### config.mk
export PLATFORM = sky130hd
export DESIGN_NAME = tt_sweep_gen_flat
export DESIGN_NICKNAME = d
export VERILOG_FILES = /design/src/rtl/tt_sweep_gen_if.sv /design/src/rtl/tt_sweep_gen.sv /design/src/flat_wrapper.sv
export SDC_FILE = /design/constraint.sdc
export NUM_CORES = 1
export LEC_CHECK = 0
export CORE_UTILIZATION = 32
export DETAILED_ROUTE_END_ITERATION = 10
export GPL_ROUTABILITY_DRIVEN = 0
export PLACE_DENSITY = 0.6
export SLEW_MARGIN = 20
export SYNTH_ARGS = -nofsm -noshare
export SYNTH_HDL_FRONTEND = slang
export SYNTH_SLANG_ARGS = --single-unit
### constraint.sdc
create_clock -name clk -period 1.73 [get_ports clk]
set_clock_uncertainty 0.15 [all_clocks]
set_input_delay 0.346 -clock clk [delete_from_list [all_inputs] [get_ports clk]]
set_output_delay 0.346 -clock clk [all_outputs]
set_load 0.03 [all_outputs]
### src/rtl/tt_sweep_gen_if.sv
// Bus between the truth-table sweep generator and the bench/checker around it.
// TT_CHECK_EN adds the expected-table input and the compare result signals.
interface tt_sweep_gen_if #(
  parameter int N_IN = 5
);
  localparam int NV = 2**N_IN;

  logic            start;
  logic            abort;
  logic            f_in;
  logic [N_IN-1:0] vec;
  logic            valid;
  logic            busy;
  logic            done;
  logic [NV-1:0]   tt;
`ifdef TT_CHECK_EN
  logic [NV-1:0]   tt_exp;
  logic [N_IN:0]   err_cnt;
  logic            pass;
`endif

  modport master (
    input  start, abort, f_in,
`ifdef TT_CHECK_EN
    input  tt_exp,
    output err_cnt, pass,
`endif
    output vec, valid, busy, done, tt
  );

  modport slave (
    output start, abort, f_in,
`ifdef TT_CHECK_EN
    output tt_exp,
    input  err_cnt, pass,
`endif
    input  vec, valid, busy, done, tt
  );
endinterface

### src/rtl/tt_sweep_gen.sv
// Walks all 2**N_IN input vectors, holds each HOLD_CYCLES cycles and builds a truth table.
// Optional feature macro: TT_CHECK_EN (compare against tt_exp, err_cnt/pass outputs).
//
// state   | meaning
// S_IDLE  | waiting for start, vec parked at 0
// S_DRIVE | sweeping: vec driven, f_in sampled at end of each hold
// S_DONE  | sweep complete, tt (and err_cnt/pass) valid until next start
module tt_sweep_gen #(
  parameter int N_IN        = 5,
  parameter int HOLD_CYCLES = 10
) (
  input  logic           clk,
  input  logic           rst,
  tt_sweep_gen_if.master bus
);
  localparam int NV = 2**N_IN;
  localparam int HW = (HOLD_CYCLES > 1) ? $clog2(HOLD_CYCLES) : 1;
  localparam logic [HW-1:0]   HOLD_LAST = HW'(HOLD_CYCLES - 1);
  localparam logic [N_IN-1:0] IDX_LAST  = {N_IN{1'b1}};

  typedef enum logic [1:0] {
    S_IDLE  = 2'd0,
    S_DRIVE = 2'd1,
    S_DONE  = 2'd2
  } state_t;

  state_t          r_state;
  state_t          w_next;
  logic [N_IN-1:0] r_idx;
  logic [HW-1:0]   r_hold;
  logic [NV-1:0]   r_tt;
  logic            w_sample;
  logic            w_last;
  logic            w_enter;

  always_ff @(posedge clk or posedge rst) begin
    if (rst) r_state <= S_IDLE;
    else     r_state <= w_next;
  end

  // abort has priority over both start and the end-of-hold sample
  always_comb begin
    w_next   = r_state;
    w_sample = 1'b0;
    w_last   = 1'b0;
    w_enter  = 1'b0;
    case (r_state)
      S_IDLE, S_DONE: begin
        if (bus.start && !bus.abort) begin
          w_next  = S_DRIVE;
          w_enter = 1'b1;
        end
      end
      S_DRIVE: begin
        if (bus.abort) begin
          w_next = S_IDLE;
        end else if (r_hold == HOLD_LAST) begin
          w_sample = 1'b1;
          if (r_idx == IDX_LAST) begin
            w_last = 1'b1;
            w_next = S_DONE;
          end
        end
      end
      default: w_next = S_IDLE;
    endcase
  end

  always_ff @(posedge clk or posedge rst) begin
    if (rst) begin
      r_idx  <= '0;
      r_hold <= '0;
      r_tt   <= '0;
    end else if (w_enter) begin
      r_idx  <= '0;
      r_hold <= '0;
      r_tt   <= '0;
    end else if (r_state == S_DRIVE) begin
      if (bus.abort) begin
        r_idx  <= '0;
        r_hold <= '0;
      end else if (w_sample) begin
        r_tt[r_idx] <= bus.f_in;
        r_hold      <= '0;
        if (!w_last) r_idx <= r_idx + 1'b1;
      end else begin
        r_hold <= r_hold + 1'b1;
      end
    end
  end

  assign bus.vec   = r_idx;
  assign bus.valid = (r_state == S_DRIVE);
  assign bus.busy  = (r_state == S_DRIVE);
  assign bus.done  = (r_state == S_DONE);
  assign bus.tt    = r_tt;

`ifdef TT_CHECK_EN
  localparam logic [N_IN:0] ERR_MAX = {1'b1, {N_IN{1'b0}}};

  logic [N_IN:0] r_err;
  logic [N_IN:0] w_err_next;
  logic          r_pass;

  always_comb begin
    w_err_next = r_err;
    if (w_sample && (bus.f_in != bus.tt_exp[r_idx]) && (r_err != ERR_MAX))
      w_err_next = r_err + 1'b1;
  end

  // pass is latched on the final sample so it rises together with done
  always_ff @(posedge clk or posedge rst) begin
    if (rst) begin
      r_err  <= '0;
      r_pass <= 1'b0;
    end else if (w_enter) begin
      r_err  <= '0;
      r_pass <= 1'b0;
    end else if (w_sample) begin
      r_err <= w_err_next;
      if (w_last) r_pass <= (w_err_next == '0);
    end
  end

  assign bus.err_cnt = r_err;
  assign bus.pass    = r_pass;
`endif
endmodule
### src/flat_wrapper.sv
// flat-port wrapper written by rule: the top's interface ports become plain ports
module tt_sweep_gen_flat 
#(
  parameter int N_IN        = 5,
  parameter int HOLD_CYCLES = 10
)
  (clk, rst, bus_start, bus_abort, bus_f_in, bus_vec, bus_valid, bus_busy, bus_done, bus_tt);
  tt_sweep_gen_if #(.N_IN(N_IN)) bus_i ();
  input  logic clk;
  input  logic rst;
  input wire logic [$bits(bus_i.start)-1:0] bus_start;
  input wire logic [$bits(bus_i.abort)-1:0] bus_abort;
  input wire logic [$bits(bus_i.f_in)-1:0] bus_f_in;
  output wire logic [$bits(bus_i.vec)-1:0] bus_vec;
  output wire logic [$bits(bus_i.valid)-1:0] bus_valid;
  output wire logic [$bits(bus_i.busy)-1:0] bus_busy;
  output wire logic [$bits(bus_i.done)-1:0] bus_done;
  output wire logic [$bits(bus_i.tt)-1:0] bus_tt;
  assign bus_i.start = bus_start;
  assign bus_i.abort = bus_abort;
  assign bus_i.f_in = bus_f_in;
  assign bus_vec = bus_i.vec;
  assign bus_valid = bus_i.valid;
  assign bus_busy = bus_i.busy;
  assign bus_done = bus_i.done;
  assign bus_tt = bus_i.tt;
  tt_sweep_gen #(.N_IN(N_IN), .HOLD_CYCLES(HOLD_CYCLES)) u_core (.clk(clk), .rst(rst), .bus(bus_i));
endmodule
==> run summary, run 1 <==
CTS sink count: 43
Final min period: 1780 ps
Routing usage on met1: 0.214
Wirelength per Cell: 14.0 um
Seq/Total Area, Yosys: 0.471
Clock transition at path regs: 90 ps
Synthesis Warnings: 0
Status: complete, but fails checks
Top-count cell post-synth: nand2_1
CTS Hold Bufs: 0
Core area: 0.00683 mm2
Final HPWL DP: 3780 um
Final Util: 0.471
Post-Syn Instances: 227
Clk network pwr share: 0.387
PortBufs: 44
Pint: 1.56 mW
Placed Cells: 381
Worst Path Arrival: 1810 ps
Routed Antenna Nets: 0
Number of synthesized flops with an enable pin: 0
CTS tree: built
Worst-path fanout max: 8
Synth Flop Type: dfrtp_1
Global-route wire length before repair: 9180 um
Drt first pass iters: 4
Final instance area: 0.00322 mm2
Largest net degree at the start of global routing: 44
Flop pwr share: 0.492
Synth top cells by count: 73 x nand2_1, 43 x dfrtp_1, 32 x mux2i_1, 9 x buf_4, 7 x ha_1
Switching power total: 0.520 mW
Synthesis-stage register bit count: 43
Mean Syn Cell Area: 10.1 um2
I/O pins: 45
Max-cap violations: 0
Fillers: 673
Share of post-route cells with drive strength above 1: 0.307
Avg Vias per Cell: 4.64
N_diodes: 0
Grt ovf: 0
Cell taking the most area after synthesis: dfrtp_1
Switch share: 0.250
Crit Path Class: flop to flop
CP Launch Type: flop
Final #Nets: 311
Final Cycle Share: 1.03
Clk Latency, worst-skew pair: 300 ps
CP required: 1760 ps
Largest cells by area after synthesis: dfrtp_1 47%, mux2i_1 14%, nand2_1 12%, ha_1 3.8%, buf_4 3.0%
Final Instance Count excl. Fillers: 396
Leak: 1.76 nW
Cell area after placement: 0.00301 mm2
Slew Limit Headroom: 0.601
Worst Hold Class: input port to asynchronous set/reset pin
Mapped Nets: 239
Antenna violations before repair: 0
CTS max path bufs: 2
H-tree levels: 2
Fmax: 563 MHz
Setup crit end kind: flop
Root Buffer: clkbuf_8
Vias in the first global route: 1842
Comb pwr share: 0.121
Vias: 1837
Max-slew violations: 0
Final WS setup: -46.9 ps
PwrDens: 647 mW/mm2
Final setup vio count: 10
Met3 GRT Util: 0.0314
Post-synth ARST share: 1.00
Cts bufs inserted: 5
Synthesized cell area: 0.00229 mm2
Iteration-0 DRC Markers: 89
Die X: 86.5 um
Reg2Reg Depth: 7
Die Y: 86.5 um
Total Routing Usage GR: 0.160
Flop-to-flop setup slack: -50 ps
Die area: 0.00749 mm2
Max IR drop VDD: 317 uV
Top Usage Layer GRT: met2
Top cell type's share of synthesized area: 0.471
DRC violations left: 0
Fin. Hold Viols: 0
Distinct cells, synth: 39
Met2 GRT Util: 0.264
Layout area overhead: 40.8%
# rows: 30
Final Hold Slack: 246 ps
RSZ-0062 raised after global routing: yes
Failing checks: setup timing
Initial Util: 0.335
Worst slew pin tran: 597 ps
Post-Route WL: 5540 um
==> worst max-delay path: stages, from the launching register on <==
cell	delay, ps
dfrtp_1	390
inv_1	60
ha_2	170
and3b_2	270
buf_6	130
and3_4	270
nand2_1	80
mux2i_1	130
==> power groups by stage <==
| stage | sequential [mW] | combinational (mW) | clock, mW |
|---|---|---|---|
| 5_1_grt | 1.03 | 0.277 | 0.859 |
| 3_5_place_dp | 1.04 | 0.228 | 0 |
| 3_3_place_gp | 1.04 | 0.227 | 0 |
| 2_1_floorplan | 1.05 | 0.122 | 0 |
| 4_1_cts | 1.02 | 0.236 | 0.817 |
| 6_report | 1.03 | 0.251 | 0.806 |
==> cell usage in the layout, fill, tap and decap left out, types with 2 or more instances in the layout <==
master and n:
a22o_2 2, a32o_1 2, and3_4 5, buf_12 2, buf_4 36, buf_6 5
clkbuf_8 5, clkdlybuf4s15_2 2, clkdlybuf4s50_1 3, dfrtp_1 39, dfrtp_2 4, dlygate4sd2_1 33
ha_1 4, ha_4 2, inv_1 4, mux2i_1 32, nand2_1 62, nand2_2 12
nand3_1 3, nand3b_1 2, nor2_1 5, nor3b_1 2, nor3b_2 2, nor3b_4 2
==> final timing paths <==
| kind | from | end |
|---|---|---|
| max | u_core.r_hold[1]$_DFFE_PP0N_ | u_core.bus.tt[26]$_DFFE_PP0P_ |
| min | rst | u_core.bus.tt[24]$_DFFE_PP0P_ |
| max in group asynchronous | rst | u_core.bus.vec[0]$_DFFE_PP0P_ |
| min in group clk | u_core.bus.tt[25]$_DFFE_PP0P_ | u_core.bus.tt[25]$_DFFE_PP0P_ |
| min reg2reg | u_core.bus.tt[25]$_DFFE_PP0P_ | u_core.bus.tt[25]$_DFFE_PP0P_ |
| max reg2reg | u_core.r_hold[1]$_DFFE_PP0N_ | u_core.bus.tt[26]$_DFFE_PP0P_ |
==> per-stage QoR <==
step / power, mW / setup WS [ps] / TNS [ps]
final: 2.08 / -46.9 / -152
after global routing: 2.16 / -100 / -1330
after CTS: 2.08 / -51.8 / -139
after detailed placement: 1.27 / -418 / -14940
after global placement: 1.27 / -363 / -12660
after floorplan: 1.17 / -31.2 / -39.9
==> routing by layer <==
layer / up-vias / share of wire
met2: 36 / 0.48
li1: 905 / -
met5: - / 0
met1: 886 / 0.47
met4: 0 / 0.021
met3: 10 / 0.029
==> cell families (layout without fill, tap and decap cells) <==
logic type / Yosys count / after routing / share of synthesized area
AND/OR/NAND/NOR: 109 / 110 / 0.232
flip-flops: 43 / 43 / 0.471
multiplexers: 33 / 33 / 0.145
buffers and inverters: 21 / 93 / 0.0591
AO/OA/AOI/OAI: 14 / 14 / 0.0553
adder cells (fa/ha/maj): 7 / 7 / 0.0383
==> cell type report <==
| cell class | count | area (um2) | area share |
|---|---|---|---|
| well taps | 96 | 120 | 0.0373 |
| multi-input cells | 164 | 1180 | 0.367 |
| clock buffers | 5 | 68.8 | 0.0214 |
| repair buffers | 81 | 708 | 0.220 |
| inverters | 4 | 15.0 | 0.00466 |
| clock inverters | 3 | 43.8 | 0.0136 |
| flip-flops and latches | 43 | 1080 | 0.336 |
==> timing repair <==
action	4_1_cts	5_1_grt
cloned	1	0
resized for setup	51	17
pin swaps	7	3
buffers inserted	5	2
endpoints found under the setup margin	74	38
==> sequential cells by signal, indices dropped and copies added (netlist names) <==
register	count
u_core.r_hold	4
u_core.bus.tt	32
u_core.bus.vec	5
u_core.r_state	2
Note: power is estimated with default switching activity, not from simulation.
==> run 2, diff against run 1 <==
- CELL_PAD_IN_SITES_DETAIL_PLACEMENT: unset -> 2
- CELL_PAD_IN_SITES_GLOBAL_PLACEMENT: unset -> 2
- CORE_UTILIZATION: 32 -> 29
- CTS_CLUSTER_SIZE: unset -> 10
- GPL_ROUTABILITY_DRIVEN: 0 -> unset
- PLACE_DENSITY: 0.6 -> 0.8
==> run summary, run 2 (same netlist as run 1, synthesis figures left out) <==
PwrDens: 626 mW/mm2
Final Instance Count excl. Fillers: 410
Worst Hold Class: input port to asynchronous set/reset pin
Final WS setup: -80.1 ps
Status: complete, but fails checks
Max-slew violations: 0
Setup crit end kind: flop
Clock transition at path regs: 90 ps
Most frequent cells in the layout: 53 x nand2_1, 41 x buf_4, 38 x dfrtp_1
Flop-to-flop setup slack: -80 ps
Most common cell after layout, fill and taps aside: nand2_1
Crit path max-delay family: simple AND/OR/NAND/NOR gates
Clk network pwr share: 0.379
H-tree levels: 2
Final min period: 1810 ps
Vias in the first global route: 2237
Wirelength per Cell: 19.9 um
Max reg flops: 32
I/O pins: 45
Worst path max stage delay: 410 ps
# rows: 32
CTS max path bufs: 2
Comb pwr share: 0.141
Failing checks: setup timing
Fillers: 824
Initial Util: 0.297
Cts bufs inserted: 5
Worst-path fanout max: 5
Final Cycle Share: 1.05
Largest net degree at the start of global routing: 44
Final HPWL DP: 4720 um
Slew Limit Headroom: 0.604
Most common cell on crit path: buf_4
Worst slew pin tran: 592 ps
CTS tree: built
Grt ovf: 0
Clk Latency, worst-skew pair: 300 ps
Crit Path Class: flop to flop
Final #Nets: 319
Pint: 1.59 mW
Final Hold Slack: 242 ps
Die Y: 90.8 um
CP required: 1800 ps
Die area: 0.00824 mm2
Pre-CTS setup slack: -429 ps
Top Usage Layer GRT: met2
CP Launch Type: flop
Vias: 1981
Avg Vias per Cell: 4.83
Die X: 90.8 um
Placed Cells: 385
Setup TNS: -706 ps
PortBufs: 44
Routing usage on met1: 0.222
GPL Wtd Cong: 0.744
Worst R2R Start: u_core.r_state[1]$_DFFE_PP0P_
Layout area overhead: 49.5%
Worst path cell trace: buf_4 -> nor3b_4 -> buf_4 -> and3_4 -> buf_12 -> nand2_2 -> mux2i_1
Root Buffer: clkbuf_8
CTS sink count: 43
Flop pwr share: 0.480
Met3 GRT Util: 0.0261
Switch share: 0.256
Drt first pass iters: 4
Antenna violations before repair: 0
Fin. Hold Viols: 0
Fmax: 552 MHz
Core area: 0.00769 mm2
Max IR drop VDD: 273 uV
Worst setup path start: u_core.r_state[1]$_DFFE_PP0P_
DRC violations left: 0
Total Routing Usage GR: 0.190
CP max stage cell: dfrtp_1
RSZ-0062 raised after global routing: yes
Routed Antenna Nets: 0
Leak: 1.96 nW
Final setup vio count: 22
R2r endpoint: u_core.bus.tt[8]$_DFFE_PP0P_
Global-route wire length before repair: 12000 um
Switching power total: 0.547 mW
Register Area: 0.00108 mm2
Iteration-0 DRC Markers: 71
Share of post-route cells with drive strength above 1: 0.360
Area of the multi-input gates: 0.00128 mm2
Post-Route WL: 8150 um
Worst Path Arrival: 1880 ps
Reg2Reg Depth: 7
N_diodes: 0
Max-cap violations: 0
Worst Path Buf+Inv: 3
Met2 GRT Util: 0.349
-- run 2: cell count changes in the layout (fill, tap and decap cells not counted), moves of 2 or more --
cell             delta
nand2_1             -9
clkdlybuf4s15_2     -2
buf_4               +5
nand2_4             +9
clkbuf_1            +2
buf_12              +3
-- run 2: layer usage --
| layer | part of all wire | vias up | wire (um) |
|---|---|---|---|
| met3 | 0.016 | 8 | 127 |
| met2 | 0.55 | 37 | 4480 |
| li1 | - | 916 | - |
| met5 | 0 | - | 0 |
| met4 | 0.014 | 0 | 113 |
| met1 | 0.42 | 1020 | 3430 |
-- run 2: worst register-to-register path, delay by kind of cell, from the launching register on --
| family | cells | cell delay (ps) |
|---|---|---|
| muxes | 1 | 180 |
| and+or+nand+nor | 3 | 510 |
| DFF | 1 | 410 |
| buffers and inverters | 3 | 480 |
-- run 2: worst max-delay path by stage --
stage / endpoint / cells past startpoint / slack (ps)
3_5_place_dp: u_core.bus.tt[5]$_DFFE_PP0P_ / 5 / -430
6_report: u_core.bus.tt[8]$_DFFE_PP0P_ / 7 / -80
5_1_grt: u_core.bus.tt[8]$_DFFE_PP0P_ / 7 / -150
3_3_place_gp: u_core.bus.tt[26]$_DFFE_PP0P_ / 5 / -360
4_1_cts: u_core.bus.tt[5]$_DFFE_PP0P_ / 6 / -80
2_1_floorplan: u_core.bus.vec[3]$_DFFE_PP0P_ / 6 / -30
-- run 2: layout make-up --
class                           instances  share of cell area
Sequential cell                        43               0.317
Timing Repair Buffer                   90               0.237
Clock buffer                            7              0.0223
Inverter                                4             0.00439
Tap cell                              102              0.0373
Clock inverter                          1             0.00879
Multi-Input combinational cell        163               0.374
-- run 2: repair_timing --
action,in CTS,in global routing
hold buffers,0,0
endpoints found under the hold margin,0,0
pin swaps,4,12
setup buffers,11,6
resized for setup,70,23
setup endpoints to repair,77,44
-- run 2: per-stage QoR --
step	instance area [um2]	utilization	total power [mW]
floorplan	2320	-	1.17
global placement	3010	0.392	1.27
detailed placement	3010	0.392	1.28
CTS	3290	0.428	2.10
global route	3420	0.444	2.20
finish	3420	0.444	2.14
-- run 2: power groups by stage --
stage / sequential (mW) / combinational, mW / clock, mW
3_3_place_gp: 1.04 / 0.227 / 0
2_1_floorplan: 1.05 / 0.122 / 0
4_1_cts: 1.02 / 0.257 / 0.814
5_1_grt: 1.03 / 0.324 / 0.846
6_report: 1.03 / 0.302 / 0.810
3_5_place_dp: 1.04 / 0.233 / 0
==> run 3, diff against run 2 <==
- CAP_MARGIN: unset -> 20
==> results of run 3 <==
Same layout as run 2: the final DEF is identical, and so are final timing and power.
